## src/rtl/alu_issue.sv

```systemverilog
// alu_issue: initiator side of the ALU device interface. Issues add/sub
// requests to the ALU for one cycle, returns the result and owns the
// architectural status flags plus the branch-condition evaluator.
// Ports: clk, rst_n (async active-low); req_* request handshake;
//   rsp_* response handshake; alu_op/alu_a/alu_b to the ALU, alu_s and
//   alu_cf/of/zf/sf back; stat_zf/cf/of/sf status; cond_sel/cond_true.
// Optional: define ALU_ISSUE_CMP_EN to let req_cmp run flags-only ops.

package pkg_reg;
    localparam int REG_WIDTH = 64;
endpackage

package pkg_alu;
    typedef enum logic [1:0] {
        ALU_NOP = 2'd0,
        ALU_ADD = 2'd1,
        ALU_SUB = 2'd2
    } alu_op_t;
endpackage

module alu_issue
    import pkg_alu::*;
#(
    parameter int WIDTH        = pkg_reg::REG_WIDTH,
    parameter int DST_WIDTH    = 4,
    parameter int ALU_OP_WIDTH = $bits(alu_op_t)
) (
    input  logic                    clk,
    input  logic                    rst_n,
    input  logic                    req_valid,
    output logic                    req_ready,
    input  logic                    req_sub,
    input  logic                    req_cmp,
    input  logic [WIDTH-1:0]        req_a,
    input  logic [WIDTH-1:0]        req_b,
    input  logic [DST_WIDTH-1:0]    req_dst,
    output logic                    rsp_valid,
    input  logic                    rsp_ready,
    output logic [WIDTH-1:0]        rsp_data,
    output logic [DST_WIDTH-1:0]    rsp_dst,
    output logic [ALU_OP_WIDTH-1:0] alu_op,
    output logic [WIDTH-1:0]        alu_a,
    output logic [WIDTH-1:0]        alu_b,
    input  logic [WIDTH-1:0]        alu_s,
    input  logic                    alu_cf,
    input  logic                    alu_of,
    input  logic                    alu_zf,
    input  logic                    alu_sf,
    output logic                    stat_zf,
    output logic                    stat_cf,
    output logic                    stat_of,
    output logic                    stat_sf,
    input  logic [2:0]              cond_sel,
    output logic                    cond_true
);

    typedef enum logic [1:0] {
        IDLE = 2'd0,
        EXEC = 2'd1,
        RESP = 2'd2
    } state_t;

    state_t                 state;
    state_t                 state_nxt;
    logic [WIDTH-1:0]       a_q;
    logic [WIDTH-1:0]       b_q;
    logic [DST_WIDTH-1:0]   dst_q;
    logic                   sub_q;
    logic                   cmp_q;
    logic                   cmp_in;

`ifdef ALU_ISSUE_CMP_EN
    assign cmp_in = req_cmp;
`else
    // Compare requests disabled: every request is a normal one.
    assign cmp_in = req_cmp & 1'b0;
`endif

    always_ff @(posedge clk or negedge rst_n) begin
        if (!rst_n) begin
            state <= IDLE;
        end else begin
            state <= state_nxt;
        end
    end

    always_comb begin
        state_nxt = state;
        req_ready = 1'b0;
        rsp_valid = 1'b0;
        alu_op    = ALU_OP_WIDTH'(ALU_NOP);
        alu_a     = '0;
        alu_b     = '0;
        unique case (state)
            IDLE: begin
                req_ready = 1'b1;
                if (req_valid) begin
                    state_nxt = EXEC;
                end
            end
            EXEC: begin
                alu_op    = sub_q ? ALU_OP_WIDTH'(ALU_SUB)
                                  : ALU_OP_WIDTH'(ALU_ADD);
                alu_a     = a_q;
                alu_b     = b_q;
                state_nxt = cmp_q ? IDLE : RESP;
            end
            RESP: begin
                rsp_valid = 1'b1;
                if (rsp_ready) begin
                    state_nxt = IDLE;
                end
            end
            default: state_nxt = IDLE;
        endcase
    end

    always_ff @(posedge clk or negedge rst_n) begin
        if (!rst_n) begin
            a_q      <= '0;
            b_q      <= '0;
            dst_q    <= '0;
            sub_q    <= 1'b0;
            cmp_q    <= 1'b0;
            rsp_data <= '0;
            rsp_dst  <= '0;
            stat_zf  <= 1'b0;
            stat_cf  <= 1'b0;
            stat_of  <= 1'b0;
            stat_sf  <= 1'b0;
        end else begin
            if (state == IDLE && req_valid) begin
                a_q   <= req_a;
                b_q   <= req_b;
                dst_q <= req_dst;
                sub_q <= req_sub;
                cmp_q <= cmp_in;
            end
            if (state == EXEC) begin
                stat_zf <= alu_zf;
                stat_cf <= alu_cf;
                stat_of <= alu_of;
                stat_sf <= alu_sf;
                // A compare leaves the previous result visible.
                if (!cmp_q) begin
                    rsp_data <= alu_s;
                    rsp_dst  <= dst_q;
                end
            end
        end
    end

    always_comb begin
        cond_true = 1'b1;
        unique case (cond_sel)
            3'd0: cond_true = 1'b1;
            3'd1: cond_true = stat_zf;
            3'd2: cond_true = ~stat_zf;
            3'd3: cond_true = stat_cf;
            3'd4: cond_true = ~stat_cf;
            3'd5: cond_true = stat_sf ^ stat_of;
            3'd6: cond_true = ~(stat_sf ^ stat_of);
            3'd7: cond_true = ~stat_cf & ~stat_zf;
            default: cond_true = 1'b1;
        endcase
    end

endmodule

```

## config.mk

```make
export PLATFORM = sky130hd
export DESIGN_NAME = alu_issue
export DESIGN_NICKNAME = d
export VERILOG_FILES = /design/src/rtl/alu_issue.sv
export SDC_FILE = /design/constraint.sdc
export NUM_CORES = 1
export LEC_CHECK = 0
export CAP_MARGIN = 20
export CORE_AREA = 2 2 162 164
export CTS_CLUSTER_DIAMETER = 80
export DETAILED_ROUTE_END_ITERATION = 6
export DIE_AREA = 0 0 164 166
export GPL_ROUTABILITY_DRIVEN = 0
export PLACE_DENSITY = 0.83
export SLEW_MARGIN = 30
export SYNTH_ARGS = -nofsm -noshare
export SYNTH_HDL_FRONTEND = slang
export SYNTH_SLANG_ARGS = --single-unit
```

## constraint.sdc

```tcl
create_clock -name clk -period 1.7 [get_ports clk]
set_clock_uncertainty 0.15 [all_clocks]
set_input_delay 0.51 -clock clk [delete_from_list [all_inputs] [get_ports clk]]
set_output_delay 0.51 -clock clk [all_outputs]
set_load 0.05 [all_outputs]
```

==> Yosys cells after proc, flatten, opt, wreduce, memory -nomap -nowiden <==
Cells that the tools add are included.
{ "totals": {"regBits": 207, "inputBits": 209, "out_inout_bits": 205, "wordCells": 41} }
{ "classes": {"eq_ne": 11, "n_mux": 10, "bitwise_logic": 5, "reduce_logical": 4} }
{ "op_table": {"columns": ["operator", "count"], "rows": [
  ["$mux W64", 2],
  ["$eq A3 B3 Y1 const B", 4],
  ["$mux W2", 4],
  ["$pmux W1 S8", 1],
  ["$eq A3 B2 Y1 const B", 2],
  ["$pmux W2 S3", 1],
  ["$ne A2 B2 Y1 const B", 2],
  ["$eq A3 B1 Y1 const B", 1],
  ["$logic_not A3 Y1", 1],
  ["$not A1 Y1", 3],
  ["$eq A2 B1 Y1 const B", 1],
  ["$eq A2 B2 Y1 const B", 1],
  ["$logic_not A2 Y1", 1],
  ["$mux W1", 2],
  ["$reduce_and A2 Y1", 1],
  ["$and A1 B1 Y1", 1],
  ["$logic_and A1 B1 Y1", 1],
  ["$xor A1 B1 Y1", 1]
]} }

==> Longest topological paths before layout <==
{ "depth": {"word_depth": 3, "depth_mapped": 6, "mapped_depth_nobuf": 3} }

==> Worst setup path before layout <==
Ideal clock, no wire load.
{ "synth_timing": {"kind": "register to output", "startpoint": "register stat_of", "endpoint": "output cond_true", "arrival_ps": 1891, "slack_ps": -851, "stages_incl_launch_ff": 4, "n_path_buf": 0, "cell_sequence": "dfrtp_1 > xor2_1 > o311a_1 > o22ai_1"} }
{ "synth_via": {"elab_chain_cells": 3} }
{ "synth_lines": {"columns": ["item", "line_no", "text"], "rows": [
  ["start: declaration", "51", "output logic stat_of,"],
  ["start signal: assignment", "142", "stat_of <= alu_of;"],
  ["$xor A1 B1 Y1 (*)", "161, 162", null],
  ["$not A1 Y1", "162", "3'd6: cond_true = ~(stat_sf ^ stat_of);"],
  ["$pmux W1 S8 (*)", "155", "unique case (cond_sel)"],
  ["end: declaration", "54", "output logic cond_true"]
]} }
Every way passes the cells marked *; elsewhere a longest branch is shown, timed or not.

==> Worst setup path in the final report <==
Same ends and word-level chain as after synthesis.

==> summary.txt <==
Clock tree
  – CTS H-tree lvls: 1
  – CTS tree: built
  – Clock sinks: 207
  – Clock Tree Buf Depth: 3
  – CTS Root Buffer Type: clkbuf_16
  – Clk Latency, worst-skew pair: 0.51 ns
  – CTS Buf Count: 24
  – Reg clk slew, reported paths: 0.06 ns

Outcome
  – Outcome: finished with violations
  – Failing checks: negative setup slack

Worst setup path
  – Crit path largest cell delay: 0.43 ns
  – Reg-to-Reg End: a_q[41]$_DFFE_PN0P_
  – Startpoint types: register
  – Worst path required time: 1.04 ns
  – Reg-to-reg startpoint: state[1]$_DFFE_PN0P_
  – Setup CP Type: reg2out
  – Critical Path AT: 1.85 ns
  – Crit end category: output pin
  – CP max FO: 2
  – CP top delay family: compound AO/OA/AOI/OAI gates
  – R2R Setup Slk: -0.43 ns
  – Worst reg2reg path depth: 9
  – Slowest CP cell: dfrtp_2
  – Critical path, cell by cell: xor2_2 -> o311a_1 -> o22ai_4 -> buf_6
  – CP Buf/Inv Count: 1

STA
  – Fmax: 0.399 GHz
  – Final period utilization: 147%
  – Slew headroom: 60.7%
  – Final setup fails: 394
  – Minimum clock period: 2.51 ns
  – Final Max Tran Viols: 0
  – RSZ-0062 raised after global routing: true
  – Setup TNS: -150.73 ns
  – Final worst setup slack: -0.805 ns
  – Worst-Margin Slew: 0.589 ns
  – Fin. Hold Viols: 0

Synthesis
  – Yosys top cell area share: 57.9%
  – Top cells by area, synth: dfrtp_1, mux2_4, mux2_2, and2_1, nand2_1
  – Post-synth ARST share: 100%
  – Primary FF master, synth: dfrtp_1
  – Post-Syn Instances: 749
  – Syn nets: 958
  – Synth Cell Area: 8950 um2
  – Commonest cells in the netlist: nand2_1, dfrtp_1, and2_1
  – Syn_area_per_cell: 11.9 um2
  – Register bit count reported by yosys: 207
  – Register area share after synthesis: 57.9%
  – Most area-hungry cell type in the Yosys netlist: dfrtp_1
  – Yosys cell types: 23
  – Synth warn: 0
  – Post-synth EDFFs: 0
  – Cell with the most instances after synthesis: nand2_1

Route
  – Routed vias: 7674
  – Routed len/inst: 21.0 um
  – DRT Pass-1 Iters: 4
  – Number of remaining DRC errors: 0
  – Initial DRC Count: 322
  – Vias/cell: 4.75
  – Routed Antenna Nets: 0
  – Final wirelength: 33.9 mm

GRT
  – Vias in the first global route: 8745
  – First-pass GRT wire length: 50.7 mm
  – Final global-route overflow total: 0
  – Initial antenna violation count: 0
  – Gr usage total: 24.2%
  – Largest net degree at the start of global routing: 57

Placement
  – Port bufs: 412
  – HPWL Detailed: 22.6 mm
  – Placed cell count: 1509

Layout
  – Inserted Diodes: 0
  – Final Core Density: 71.9%
  – Layout area overhead: 106%
  – Finished Layout Cells: 1614
  – Final nets: 1473
  – Layout cells sized above 1: 49.8%
  – FILL cells: 1487

Floorplanning
  – Die X: 164 um
  – Die Span Y: 166 um
  – Rows: 59
  – Core area: 25600 um2
  – Starting Density: 34.9%
  – Die Area: 27200 um2
  – IO Count: 414

Flow run
  – Max-cap violation count: 0

Min path
  – Hold depth: 2
  – Hold path endpoint: rsp_dst[2]$_DFFE_PN0N_
  – Hold path start: dst_q[2]$_DFFE_PN0P_
  – Hold Path Class: reg2reg

Pwr
  – Peak VDD IR: 1.53 mV
  – Leakage: 8.55 nW
  – PwrDens: 2170 nW/um2
cells in the final DEF (no fill, tap or decap), drive strengths merged, types with 2 or more instances in the layout:
master | Yosys | routed
buf | 18 | 322
nand2 | 214 | 214
dfrtp | 207 | 207
clkdlybuf4s50 | 0 | 204
mux2 | 133 | 133
and2 | 131 | 131
clkbuf | 27 | 41
nor2 | 4 | 4
clkinv | 0 | 3
inv | 3 | 3
o21ai | 2 | 2
nor2b | 2 | 2
worst max-delay path by stage:
stage / startpoint / end / slack (ns) / cells after the start
after floorplan: stat_of$_DFFE_PN0N_ / cond_true / -0.36 / 3
after global placement: cond_sel[0] / cond_true / -0.88 / 5
after detailed placement: cond_sel[0] / cond_true / -0.96 / 5
after CTS: stat_of$_DFFE_PN0N_ / cond_true / -0.83 / 4
after global routing: stat_of$_DFFE_PN0N_ / cond_true / -0.86 / 4
final: stat_of$_DFFE_PN0N_ / cond_true / -0.81 / 4
per-stage QoR:
step | instance area (um2) | setup WS, ns | total power (W) | hold slack (ns)
final | 18400 | -0.805 | 0.0399 | 0.336
after global routing | 18400 | -0.863 | 0.0414 | 0.349
after CTS | 18400 | -0.835 | 0.0400 | 0.299
after detailed placement | 16500 | -0.964 | 0.0325 | 0.264
after global placement | 16500 | -0.882 | 0.0319 | 0.265
after floorplan | 9830 | -0.360 | 0.0218 | 0.0644
registers in the layout, summed over array words and instances (netlist names):
name and flops:
a_q 64, b_q 64, rsp_data 64, dst_q 4, rsp_dst 4, state 2, stat_cf 1, stat_of 1
stat_sf 1, stat_zf 1, sub_q 1
tightest hold or removal path: cells and delay by family (launching register included):
family | cells | cell delay (ns)
DFF | 1 | 0.35
and+or+nand+nor | 2 | 0.11
routing by layer:
layer	wire length (um)	track usage, %
met5	0	0
met2	17400	43.7
met3	2970	7.19
met1	12100	26.2
met4	1420	9.50
report_power, final:
| group | internal (W) | total, W | switching [W] |
|---|---|---|---|
| Combinational | 0.0136 | 0.0253 | 0.0117 |
| Clock | 0.00304 | 0.00511 | 0.00207 |
| Sequential | 0.00744 | 0.00949 | 0.00205 |
layout make-up:
type                    count  area, um2  share of cell area, %
repair buffers            534       7910                   43.0
multi-input cells         494       4110                   22.3
flip-flops and latches    207       5180                   28.2
clock buffers              36        717                   3.89
well taps                 335        419                   2.28
inverters                   3       11.3                 0.0612
clock inverters             5       52.6                  0.285
cell families (layout without fill, tap and decap cells):
kind of cell | after synthesis | after routing | share of synthesized area [%]
buffers and inverters | 48 | 578 | 3.62
muxes | 133 | 133 | 19.2
AOI/OAI and AO/OA | 6 | 6 | 0.462
xor gates and xnor gates | 1 | 1 | 0.0979
and+or+nand+nor | 354 | 354 | 18.7
DFF | 207 | 207 | 57.9
what timing repair did:
action,4_1_cts,5_1_grt
hold buffers,1,0
endpoints found under the hold margin,21,0
setup endpoints to repair,321,395
gates cloned,14,4
resized for setup,74,20
pin swaps,19,5
buffers inserted,48,13
No activity file was read; power rests on OpenSTA's default activity.
==> RTL change (same flow settings) <==
Change the package constant `REG_WIDTH` from 64 to 68.
--- a/src/rtl/alu_issue.sv
+++ b/src/rtl/alu_issue.sv
@@ -7,7 +7,7 @@
 // Optional: define ALU_ISSUE_CMP_EN to let req_cmp run flags-only ops.
 
 package pkg_reg;
-    localparam int REG_WIDTH = 64;
+    localparam int REG_WIDTH = 68;
 endpackage
 
 package pkg_alu;
Interface: changed (6 resized); port bits go from 414 to 438. The function was not compared with the original's and may differ.
==> RTL change against the unedited design <==
- the run still ends with setup timing left
- sequential cell count increased by 12
- synthesized area increased by 7.1%
- design area increased by 5.5%
- register-to-register slack got worse by 170 ps
- total power increased by 6.2%
- utilization increased by 3.9 points
- clock power about the same
- first-iteration DRC count increased by 28%
- worst setup slack got worse by 6.6 ps
- routed wire length increased by 16%
- worst hold slack improved by 3.3 ps
- highest routed layer unchanged
==> RTL change: results (changes against the unedited design) <==
Status
  • Status: finished, violations left (unchanged)
  • Violations in the final reports: setup timing (unchanged)

Setup path
  • Reg2reg setup slack: -600 ps (was -430 ps)
  • Worst setup path end: alu_b[13] (was cond_true)
  • Reg-to-Reg End: a_q[50] (was a_q[41])
  • Setup crit start: state[0] (was stat_of)
  • Worst-case reg-to-reg path depth: 10 (was 9)

Route
  • Initial DRC count: 413 (was 322)
  • DR WL/cell: 23.35 µm (was 20.98 µm)
  • Vias per inst: 4.930 (was 4.755)
  • DRT Pass-1 Iters: 5 (was 4)

Logic synthesis
  • Commonest cells in the netlist: 226 x nand2_1, 219 x dfrtp_1, 138 x and2_1 (was 214 x nand2_1, 207 x dfrtp_1, 130 x and2_1)
  • Ranking of synthesized cells by area: dfrtp_1 57%, mux2_4 12%, and2_1 9.0%, nand2_1 8.9%, mux2_2 7.3% (was dfrtp_1 58%, mux2_4 9.9%, mux2_2 9.3%, and2_1 9.1%, nand2_1 9.0%)
  • Sequential share of the synthesized area: 57.19% (was 57.89%)
  • Post-synthesis xor/xnor area fraction: 0.09140% (was 0.09789%)
  • Post-synthesis net count: 1,014 (was 958)
  • Synth cell types: 24 (was 23)
  • Synth Area in Compound Gates: 0.4309% (was 0.4615%)
  • Syn_area_per_cell: 12.08 µm² (was 11.95 µm²)

Placement
  • IO buf count: 436 (was 412)
  • Placement Setup Slack: -933.7 ps (was -964.3 ps)
  • Dpl cells: 1,561 (was 1,509)
  • Placed cell area: 17,300 µm² (was 16,520 µm²)

Power and ir drop
  • Pleak: 9.029 nW (was 8.547 nW)
  • Clk pwr share: 12.0% (was 12.8%)
  • Cell-internal power: 25.28 mW (was 24.10 mW)
  • Psw: 17.11 mW (was 15.83 mW)

GRT
  • Met2 Resource Use GR: 48.76% (was 43.73%)
  • GRT Util Overall: 26.95% (was 24.16%)
  • Grt met3 use: 7.917% (was 7.193%)
  • Initial antenna violation count: 3 (was 0)
  • First-pass GRT wire length: 55,970 µm (was 50,710 µm)

Timing
  • Worst Setup Slack, final: -811.6 ps (was -805.0 ps)
  • Setup-failing EPs final: 364 (was 394)
  • Hold WS: 339.3 ps (was 336.0 ps)

Clock network
  • # resized after CTS: 60 (was 74)

Finish
  • Finished Layout Cells: 1,684 (was 1,614)
  • Fill count: 1,356 (was 1,487)
  • Fraction of layout cells with a size suffix above 1: 49.78% (was 49.80%)

Min path
  • Hold WC Path Type: in -> async (was reg -> reg)
[RTL change: changes by cell type after synthesis, sizes merged]
cell / before / now
mux2: 133 / 141
buf: 18 / 38
clkbuf: 27 / 11
and2: 131 / 139
nand2: 214 / 226
dfrtp: 207 / 219
[RTL change: final cells by class]
type	count	area, µm²	area share [%]
Clock inverter	4	22.52	0.1160
Tap cell	335	419.2	2.159
Inverter	3	11.26	0.05800
Antenna cell	3	7.507	0.03866
Timing Repair Buffer	558	8351	43.01
Sequential cell	219	5484	28.24
Clock buffer	38	734.5	3.783
Multi-Input combinational cell	524	4387	22.59
[RTL change: metal layers]
layer | wire length [µm] | share of wire [%]
met1 | 13450 | 34
met2 | 20940 | 53
met3 | 3300 | 8.4
met4 | 1637 | 4.2
met5 | 0 | 0
[RTL change: critical path, cell delays in order, from the launching register on]
cell     delay [ps]
dfrtp_1         390
nor2b_4         140
buf_6           130
buf_12          130
buf_12          120
buf_12          120
and2_4          160
buf_12          140
